$ cat src/rtl/vot_prag_seq.sv
// Debounced N-input voter: popcount-based decision rule, edge pulses and a saturating event counter.
// Optional macro VOT_FALL_EVT_EN adds a match_fall pulse that is counted alongside match_rise.
module vot_prag_seq #(
  parameter int N_IN       = 4,
  parameter int DEB_CYCLES = 2,
  parameter int CNT_W      = 8
) (
  input  logic                         clk,
  input  logic                         rst_n,
  input  logic [N_IN-1:0]              in_vec,
  input  logic [1:0]                   mode,
  input  logic [$clog2(N_IN+1)-1:0]    thr,
  input  logic                         clr,
  output logic [N_IN-1:0]              stable_vec,
  output logic [$clog2(N_IN+1)-1:0]    pop_cnt,
  output logic                         match,
  output logic                         match_rise,
  output logic [CNT_W-1:0]             evt_cnt,
  output logic                         evt_ovf
`ifdef VOT_FALL_EVT_EN
  ,
  output logic                         match_fall
`endif
);

  localparam int POP_W = $clog2(N_IN + 1);
  localparam logic [3:0] DEB_LAST = 4'(DEB_CYCLES - 1);
  localparam logic [CNT_W-1:0] CNT_MAX = {CNT_W{1'b1}};

  typedef enum logic [1:0] {
    MODE_THR   = 2'd0,
    MODE_ALL   = 2'd1,
    MODE_ANY   = 2'd2,
    MODE_EXACT = 2'd3
  } mode_e;

  logic [N_IN-1:0]  stable_q, stable_d;
  logic [3:0]       deb_q [N_IN];
  logic [3:0]       deb_d [N_IN];
  logic [POP_W-1:0] pop_sum;
  logic             match_q, match_d;
  logic             match_dly_q;
  logic             rise_q, rise_d;
  logic [CNT_W-1:0] cnt_q, cnt_d;
  logic             ovf_q, ovf_d;
  logic             evt;
`ifdef VOT_FALL_EVT_EN
  logic             fall_q, fall_d;
`endif

  // Each channel counts consecutive disagreeing samples; a disagreement run of
  // DEB_CYCLES accepts the new level, any agreeing sample discards the run.
  always_comb begin
    // NOTE: every always_comb output gets a default first so no latch can be inferred.
    stable_d = stable_q;
    for (int i = 0; i < N_IN; i++) begin
      deb_d[i] = 4'd0;
      if (in_vec[i] != stable_q[i]) begin
        if (deb_q[i] == DEB_LAST) stable_d[i] = in_vec[i];
        else                      deb_d[i]    = deb_q[i] + 4'd1;
      end
    end
  end

  always_comb begin
    pop_sum = '0;
    for (int i = 0; i < N_IN; i++) pop_sum = pop_sum + POP_W'(stable_q[i]);
  end

  always_comb begin
    match_d = 1'b0;
    case (mode_e'(mode))
      MODE_THR:   match_d = (pop_sum >= thr);
      MODE_ALL:   match_d = (pop_sum == POP_W'(N_IN));
      MODE_ANY:   match_d = (pop_sum != '0);
      MODE_EXACT: match_d = (pop_sum == thr);
      default:    match_d = 1'b0;
    endcase
  end

  always_comb begin
    rise_d = match_q & ~match_dly_q;
`ifdef VOT_FALL_EVT_EN
    fall_d = ~match_q & match_dly_q;
    evt    = rise_q | fall_q;
`else
    evt    = rise_q;
`endif
    cnt_d = cnt_q;
    ovf_d = ovf_q;
    // clr has priority, so an event landing on the same edge is dropped.
    if (clr) begin
      cnt_d = '0;
      ovf_d = 1'b0;
    end else if (evt) begin
      if (cnt_q == CNT_MAX) ovf_d = 1'b1;
      else                  cnt_d = cnt_q + 1'b1;
    end
  end

  always_ff @(posedge clk or negedge rst_n) begin
    if (!rst_n) begin
      stable_q    <= '0;
      // NOTE: the debounce counter array is reset too; a stale count would shorten the first debounce.
      for (int i = 0; i < N_IN; i++) deb_q[i] <= 4'd0;
      match_q     <= 1'b0;
      match_dly_q <= 1'b0;
      rise_q      <= 1'b0;
      cnt_q       <= '0;
      ovf_q       <= 1'b0;
`ifdef VOT_FALL_EVT_EN
      fall_q      <= 1'b0;
`endif
    end else begin
      // NOTE: non-blocking assignments so every flop samples pre-edge values.
      stable_q    <= stable_d;
      for (int i = 0; i < N_IN; i++) deb_q[i] <= deb_d[i];
      match_q     <= match_d;
      match_dly_q <= match_q;
      rise_q      <= rise_d;
      cnt_q       <= cnt_d;
      ovf_q       <= ovf_d;
`ifdef VOT_FALL_EVT_EN
      fall_q      <= fall_d;
`endif
    end
  end

  assign stable_vec = stable_q;
  assign pop_cnt    = pop_sum;
  assign match      = match_q;
  assign match_rise = rise_q;
  assign evt_cnt    = cnt_q;
  assign evt_ovf    = ovf_q;
`ifdef VOT_FALL_EVT_EN
  assign match_fall = fall_q;
`endif

endmodule

$ cat config.mk
export PLATFORM = sky130hd
export DESIGN_NAME = vot_prag_seq
export DESIGN_NICKNAME = d
export VERILOG_FILES = /design/src/rtl/vot_prag_seq.sv
export SDC_FILE = /design/constraint.sdc
export NUM_CORES = 1
export LEC_CHECK = 0
export ABC_CLOCK_PERIOD_IN_PS = 2800
export CAP_MARGIN = 10
export CORE_MARGIN = 8
export CORE_UTILIZATION = 40
export DETAILED_ROUTE_END_ITERATION = 10
export DONT_BUFFER_PORTS = 1
export MAX_ROUTING_LAYER = met4
export PLACE_DENSITY = 0.5
export SLEW_MARGIN = 5
export SYNTH_ARGS = -nofsm -noshare
export SYNTH_HDL_FRONTEND = slang
export SYNTH_SLANG_ARGS = --single-unit
$ cat constraint.sdc
create_clock -name clk -period 2.8 [get_ports clk]
set_input_delay 0.56 -clock clk [delete_from_list [all_inputs] [get_ports clk]]
set_output_delay 0.56 -clock clk [all_outputs]
set_load 0.02 [all_outputs]
-- Word level (Yosys, flattened, before mapping)
Index checks and enable logic that the tools add are counted.
- register bits: 32
- input port bits: 12
- output and inout bits: 18
- logic and storage cells: 64
- $add $sub $neg: 8
- order comparisons: 1
- equal/unequal tests: 15
- multiplexer cells: 15
- bitwise gates (word level): 2
- reduce and logical (&&, ||, !) cells: 10
- operator list (operator ; count):
    two-way mux 4 bit ; 8
    two-way mux 8 bit ; 3
    adder 4 x 1 -> 4 bit (second input constant) ; 4
    equality test 4 x 1 -> 1 bit (second input constant) ; 4
    AND reduction 2 bit ; 6
    adder 8 x 1 -> 8 bit (second input constant) ; 1
    equality test 8 bit (second input constant) ; 1
    equality test 2 bit (second input constant) ; 2
    != test 1 bit ; 4
    case mux 1 bit (4 select lines) ; 1
    nonzero test 2 bit ; 2
    adder 2 x 1 -> 3 bit ; 1
    adder 3 x 1 -> 3 bit ; 1
    equality test 3 bit ; 1
    equality test 3 bit (second input constant) ; 1
    >= comparator 3 bit ; 1
    two-way mux 1 bit ; 3
    nonzero test 3 bit ; 1
    adder 1 x 1 -> 2 bit ; 1
    equality test 2 x 1 -> 1 bit (second input constant) ; 1
    logical NOT 2 bit ; 1
    != test 2 bit (second input constant) ; 1
    AND 1 bit ; 1
    inverter 1 bit ; 1

-- Depth between registers and ports, before layout
Gate-level depths: netlist (run 1).
- depth after elaboration: 5
- gate-level depth with buffers: 10
- depth with buffers taken out: 10

-- Least setup slack after synthesis (run 1)
Ideal clock, no wire load.
- path kind: register to register
- start: register stable_q[0] (netlist: stable_vec[0])
- end: register match_q (netlist: match)
- setup time: 0.135 ns
- arrival: 2.602 ns
- required time: 2.665 ns
- slack: 0.063 ns
- cell stages (with the launch flop): 11
- path buffers: 0
- clock period less this slack: 2.737 ns
- path through: dfrtp_1 > inv_1 > fa_1 > inv_1 > ha_1 > inv_1 > ha_1 > nand2b_1 > a21o_1 > a2111oi_2 > a211oi_1
- longest elaborated chain between the ends: 5
- elaborated cells on any way between the ends: 8
- those cells by class: add/sub: 3; order compare: 1; eq/ne: 2; mux: 1; reduce/logical: 1
- RTL lines (item ; line ; RTL):
    start: declaration ; 37 ; logic [N_IN-1:0] stable_q, stable_d;
    start signal: assignment ; 116 ; stable_q <= stable_d;
    adder 1 x 1 -> 2 bit * ; 67 ; for (int i = 0; i < N_IN; i++) pop_sum = pop_sum + POP_W'(stable_q[i]);
    adder 2 x 1 -> 3 bit * ; 67 ;
    adder 3 x 1 -> 3 bit * ; 67 ;
    named net pop_cnt[0] ; 15 ; output logic [$clog2(N_IN+1)-1:0] pop_cnt,
    >= comparator 3 bit (tied with other cells) ; 73 ; MODE_THR: match_d = (pop_sum >= thr);
    case mux 1 bit (4 select lines) * ; 72 ; case (mode_e'(mode))
    named net match_d ; 41 ; logic match_q, match_d;
    end signal: assignment ; 118 ; match_q <= match_d;
    end: declaration ; 41 ;
Mark *: on every way through the listed nets, which the timed path passes. The rest lies on a longest branch.
A chain may end at the register's enable or synchronous reset.

-- Final worst setup path (run 1)
- start: register stable_q[0] (netlist: stable_vec[0])
- end: register match_q (netlist: match)
- longest elaborated chain between the ends: 5
- elaborated cells on any way between the ends: 8
- those cells by class: add/sub: 3; order compare: 1; eq/ne: 2; mux: 1; reduce/logical: 1
- RTL lines (item ; line):
    adder 1 x 1 -> 2 bit * ; 67
    adder 2 x 1 -> 3 bit * ; 67
    adder 3 x 1 -> 3 bit * ; 67
    >= comparator 3 bit (tied with other cells) ; 73
    case mux 1 bit (4 select lines) * ; 72
    named net match_d ; 41
Marked as above.

==> results.md, run 1 <==
* Fraction of layout cells with a size suffix above 1 at 0.116
* Synth area leaders: dfrtp_1 50%, ha_1 11%, nor2_1 6.4%
* Routed WL at 2910 um
* Vias per cell at 5.03
* Pre-antenna DRT Iters at 3
* Final net count at 190
* Final global-route overflow total at 0
* First DRT Iteration DRCs at 6
* Post-route clock period utilization at 0.891
* GRT Overall Usage at 0.107
* DRC viols at 0
* Setup Skew at 3.55 ps
* Avg Synthesized Cell Area at 10.5 um2
* Final-report setup violation count at 0
* CTS Buf Count at 5
* Initial Utilization at 0.406
* Mapped Area at 0.00159 mm2
* Critical path startpoint category: flop
* Post-synth EDFFs at 0
* Final GP Congestion at 0.743
* Fillers at 393
* Cell-internal power at 1.19 mW
* Net Count, Synth at 178
* Worst hold path class: input pin to async pin
* Top cells by count, synth: 32 x dfrtp_1, 27 x nor2_1, 14 x ha_1
* Status: finished, final reports clean
* Die Area at 0.00625 mm2
* Synth Register Bits at 32
* Post-Synthesis Cells at 151
* Combinational Power Share at 0.457
* Clock sink count at 32
* Final hold slack at 98.7 ps
* Wire per inst at 13.6 um
* Htree depth at 2
* CTS tree: built
* Clock slew at reported path FFs at 60 ps
* Multi-input gate area at 736 um2
* Max Slew Vio Count at 0
* CTS root buf: clkbuf_8
* Max-cap violations at 0
* Core ar. at 0.00391 mm2
* Switch Pwr at 0.831 mW
* Synth unique cells at 28
* Clock buffer depth at 2
* Ys async rst share at 1.00
* Yosys top cell area share at 0.504
* Post-CTS setup buffers at 0
* # port buffers at 0
* Post-synthesis sequential area ratio at 0.504
* PostCTS Resize Cnt at 0
* Main synth FF type: dfrtp_1
* Fmax at 0.401 GHz
* Initial antenna violation count at 0
* FF+latch area at 801 um2
* Synth Area in Simple Gates at 0.154
* Synth Area in Compound Gates at 0.0685
* Area grow syn2layout at 13.0%
* DIE HEIGHT at 79.0 um
* Post-synthesis adder-cell area fraction at 0.123
* Critical path's slowest cell: fa_1
* Worst slew pin tran at 397 ps
* Antenna viol nets, final at 0
* Sequential Power Share at 0.366
* Synthesis warning total at 0
* Vias in the first global route at 1116
* Net Sw Frac at 0.411
* CP arrival at 2640 ps
* Minimum clock period after layout at 2500 ps
* Part of the power in the clock network at 0.177
* Mux share of post-synthesis cell area at 0.0409
* Setup CP Type: flop to flop
* # diodes at 0
* CP dominant cell by count: ha_1
* Main combinational cell family by area after synthesis: simple AND/OR/NAND/NOR gates
* Top-count cell post-synth: dfrtp_1
* Pwr dens at 1130 mW/mm2
* CP required at 2950 ps
* Post-Route Setup TNS at 0 ps
* Crit-path cells: inv_1 -> fa_1 -> inv_1 -> ha_1 -> ha_1 -> ha_1 -> a21o_1 -> a2111oi_2 -> a211oi_1
* Chip width at 79.0 um
* Largest net degree at the start of global routing at 33
* Row count at 23
* Worst skew pair latency at 280 ps
* First-pass GRT wire length at 5080 um
* Final hold vios at 0
* Xor/xnor share of the synthesized area at 0.0772
* Leakage at 0.887 nW
* Crit. End Element: flop
* Max VDD drop at 1.03 mV
* Largest stage delay, worst path at 530 ps
* Leading area contributor after synthesis: dfrtp_1
* RSZ-0062 raised after global routing: false
* Crit path max fanout at 2
* IO Count at 30
* Hpwl dp at 2180 um
* Worst slew margin at 0.735
* Vias at 1076
==> repair_timing <==
| action | 4_1_cts | 5_1_grt |
|---|---|---|
| hold buffers | 1 | 0 |
| endpoints found under the setup margin | 0 | 0 |
| hold endpoints to repair | 32 | 0 |
==> registers in the layout, indices dropped and copies added (netlist names) <==
name         count
stable_vec       4
deb_q           16
match            1
match_dly_q      1
evt_ovf          1
match_rise       1
evt_cnt          8
==> layout by cell type, fill, tap and decap left out <==
cell type / synthesis / routed
ha_1: 14 / 14
nand2_1: 10 / 10
a41oi_1: 1 / 1
a21oi_1: 5 / 5
nand2b_1: 2 / 2
mux2_2: 4 / 4
and4_1: 1 / 1
dfrtp_1: 32 / 32
xor2_1: 10 / 10
nor3_1: 2 / 2
nand3_1: 7 / 7
buf_4: 0 / 5
and3_2: 1 / 1
inv_1: 13 / 13
a21o_1: 1 / 1
a211oi_1: 2 / 2
mux2i_1: 2 / 2
a31oi_1: 2 / 2
clkbuf_8: 0 / 6
buf_12: 0 / 1
nand4_1: 2 / 2
nor2b_1: 2 / 2
a311oi_1: 1 / 1
and3_1: 1 / 1
nor2_1: 27 / 27
o21ai_2: 1 / 1
o21bai_1: 1 / 1
fa_1: 1 / 1
clkbuf_1: 0 / 2
xnor2_1: 4 / 4
a2111oi_2: 1 / 1
==> stage by stage <==
step                      cells   util  cell area [um2]  setup slack [ps]  total power [mW]
after floorplan             151      -             1590              63.5              1.43
after global placement      205  0.431             1690               375              1.65
after detailed placement    205  0.431             1690               303              1.69
after CTS                   214  0.459             1800               288              2.07
after global routing        214  0.459             1800               159              2.21
final                       214  0.459             1800               305              2.02
==> cell type report <==
| type | count | share of cell area |
|---|---|---|
| Multi-Input combinational cell | 105 | 0.410 |
| Sequential cell | 32 | 0.446 |
| Tap cell | 50 | 0.0348 |
| Clock buffer | 8 | 0.0502 |
| Inverter | 13 | 0.0272 |
| Timing Repair Buffer | 6 | 0.0321 |
==> critical path: cells and delay by family, from the launching register on <==
kind / cells / cell delay (ps)
fa+ha+maj: 4 / 1300
buf+inv: 2 / 100
flops: 1 / 350
compound gates: 3 / 610
==> routing by layer <==
layer  wire, um  part of all wire  GRT usage  vias to the layer above
li1           -                 -          -                      527
met1       1160              0.40      0.113                      511
met2       1360              0.47      0.164                       31
met3        327              0.11     0.0564                        7
met4         57             0.020     0.0500                        0
met5          0                 0          -                        -
==> cell families after synthesis <==
logic type / Yosys count
muxes: 6
xor gates and xnor gates: 14
buffers and inverters: 14
and+or+nand+nor: 55
AOI/OAI and AO/OA: 15
DFF: 32
adders and majority gates: 15
==> path summary, 6_finish.rpt <==
kind	end	from	slack, ps	cells after the start
worst max-delay path	match	stable_vec[0]	300	9
worst min-delay path	evt_cnt[6]	rst_n	100	1
worst max register to register	match	stable_vec[0]	300	9
worst min register to register	match_rise	match_dly_q	390	1
max in group asynchronous	stable_vec[3]	rst_n	2530	1
min in group clk	evt_cnt[6]	clr	340	1
==> power by group through the flow <==
stage | Sequential (mW) | Combinational [mW] | Clock (mW)
2_1_floorplan | 0.762 | 0.669 | 0
3_3_place_gp | 0.745 | 0.907 | 0
3_5_place_dp | 0.752 | 0.934 | 0
4_1_cts | 0.744 | 0.950 | 0.371
5_1_grt | 0.763 | 1.06 | 0.385
6_report | 0.740 | 0.924 | 0.358
No activity file was read; power rests on OpenSTA's default activity.
==> inputs of run 2 (changes only) <==
Settings changed: ABC_AREA set to 1.
==> results.md, run 2 <==
* Max Slew Vio Count at 0
* Setup CP Type: flop to output port
* Leading area contributor after synthesis: dfrtp_1
* Part of the power in the clock network at 0.161
* Core ar. at 0.00429 mm2
* # diodes at 0
* Sequential Power Share at 0.407
* Worst slew margin at 0.679
* Finished Layout Cells at 261
* Worst slew pin tran at 481 ps
* Hpwl dp at 2620 um
* Initial antenna violation count at 0
* Worst r2r src: stable_vec[0]
* Pre-antenna DRT Iters at 4
* Max VDD drop at 0.944 mV
* Area grow syn2layout at 8.73%
* Post-Synthesis Cells at 203
* Htree depth at 2
* Pwr dens at 996 mW/mm2
* Clock sink count at 32
* Top-count cell post-synth: nand2_1
* Final core utilization at 0.446
* CTS Buf Count at 5
* Status: finished, final reports clean
* Crit path max-delay family: adder cells
* Vias at 1267
* Synthesis warning total at 0
* DIE HEIGHT at 82.4 um
* Crit-path cells: inv_1 -> fa_1 -> inv_1 -> ha_1 -> ha_1 -> buf_4
* Final global-route overflow total at 0
* Critical path's slowest cell: fa_1
* Register with the most flip-flops: deb_q
* Vias in the first global route at 1286
* Yosys top cell area share at 0.454
* Crit. End Element: output port
* Initial Utilization at 0.411
* CTS root buf: clkbuf_8
* Net Count, Synth at 230
* Reg-to-Reg End: match
* Largest net degree at the start of global routing at 33
* Worst skew pair latency at 280 ps
* Ys async rst share at 1.00
* First-pass GRT wire length at 6090 um
* CP required at 2240 ps
* Final hold vios at 0
* Design Power at 1.91 mW
* Main synth FF type: dfrtp_1
* Minimum clock period after layout at 2680 ps
* Placed cells at 255
* Synth Register Bits at 32
* Die Area at 0.00679 mm2
* Post-Route Setup TNS at 0 ps
* # port buffers at 0
* IO Count at 30
* RSZ-0062 raised after global routing: false
* Buffer and inverter count on the worst path at 3
* Fraction of layout cells with a size suffix above 1 at 0.0861
* Final-report setup violation count at 0
* Post-synthesis sequential area ratio at 0.454
* Final GP Congestion at 0.793
* Top cells by count, synth: 39 x nand2_1, 32 x dfrtp_1, 32 x nor2_1
* Commonest non-fill, non-tap cell in the layout: nand2_1
* Routed WL at 3460 um
* Vias per cell at 4.85
* CTS tree: built
* Post-route clock period utilization at 0.956
* Row count at 24
* DRC viols at 0
* First DRT Iteration DRCs at 106
* Flip-flop count of the largest register after layout at 16
* Cell-internal power at 1.06 mW
* Critical path startpoint category: flop
* Max-cap violations at 0
* Switch Pwr at 0.853 mW
* Worst hold path class: input pin to async pin
* CP arrival at 2120 ps
* Leakage at 0.991 nW
* Worst-case reg-to-reg path depth at 10
* GRT Overall Usage at 0.119
* Avg Synthesized Cell Area at 8.68 um2
* Wire per inst at 13.2 um
* Clock slew at reported path FFs at 60 ps
* Synth unique cells at 25
* Mapped Area at 0.00176 mm2
* Setup Skew at 7.99 ps
* Final net count at 238
* R2r setup slk at 260 ps
* Antenna viol nets, final at 0
* Fmax at 0.373 GHz
* Largest stage delay, worst path at 550 ps
* Chip width at 82.4 um
* Post-synth EDFFs at 0
* Clock buffer depth at 2
* Combinational Power Share at 0.432
* Most frequent cells in the layout: 39 x nand2_1, 32 x nor2_1, 32 x dfrtp_1
* Crit path max fanout at 4
* Net Sw Frac at 0.446
* Synth area leaders: dfrtp_1 45%, ha_1 9.9%, nand2_1 8.3%
## run 2: routing by layer
| layer | vias to the layer above | GRT usage | wire length (um) |
|---|---|---|---|
| met3 | 2 | 0.0476 | 265 |
| li1 | 645 | - | - |
| met2 | 35 | 0.175 | 1590 |
| met1 | 585 | 0.143 | 1580 |
| met4 | 0 | 0.0474 | 19 |
| met5 | - | - | 0 |
## run 2: through the flow
| stage | setup slack, ps | hold WS [ps] | cell area (um2) |
|---|---|---|---|
| after floorplan | 356 | 264 | 1760 |
| after global placement | 305 | 265 | 1830 |
| after detailed placement | 202 | 265 | 1830 |
| after CTS | 75.2 | 104 | 1920 |
| after global routing | 4.07 | 98.6 | 1920 |
| final | 122 | 103 | 1920 |
## run 2: worst max-delay path by stage
stage / startpoint / endpoint / slack [ps] / cells after the start
2_1_floorplan: stable_vec[0] / match / 360 / 10
3_3_place_gp: stable_vec[0] / match / 300 / 10
3_5_place_dp: stable_vec[0] / match / 200 / 10
4_1_cts: stable_vec[0] / pop_cnt[1] / 80 / 6
5_1_grt: stable_vec[0] / pop_cnt[1] / 4 / 6
6_report: stable_vec[0] / pop_cnt[1] / 120 / 6
## run 2: cell type report
class / count / area [um2]
clock buffers: 5 / 68.8
repair buffers: 2 / 27.5
inverters: 28 / 108
well taps: 52 / 65.1
fillers: 416 / 2380
multi-input cells: 142 / 847
flip-flops and latches: 32 / 801
## run 2: what timing repair did
action | 4_1_cts | 5_1_grt
setup buffers | 0 | 0
hold buffers | 1 | 0
gates resized for setup | 0 | 0
endpoints found under the hold margin | 32 | 0
## run 2: cells by family (layout without fill, tap and decap cells)
| family | count (synthesis) | in the layout | synth area share |
|---|---|---|---|
| adders and majority gates | 15 | 15 | 0.111 |
| muxes | 1 | 1 | 0.00639 |
| and+or+nand+nor | 106 | 106 | 0.278 |
| xor gates and xnor gates | 11 | 11 | 0.0546 |
| AOI/OAI and AO/OA | 9 | 9 | 0.0312 |
| buffers and inverters | 29 | 35 | 0.0653 |
| DFF | 32 | 32 | 0.454 |
## run 2: power by group through the flow
stage          Combinational [mW]  Clock [mW]  Sequential [mW]
2_1_floorplan               0.646           0            0.756
3_3_place_gp                0.769           0            0.786
3_5_place_dp                0.819           0            0.791
4_1_cts                     0.835       0.325            0.783
5_1_grt                     0.962       0.349            0.804
6_report                    0.825       0.308            0.777
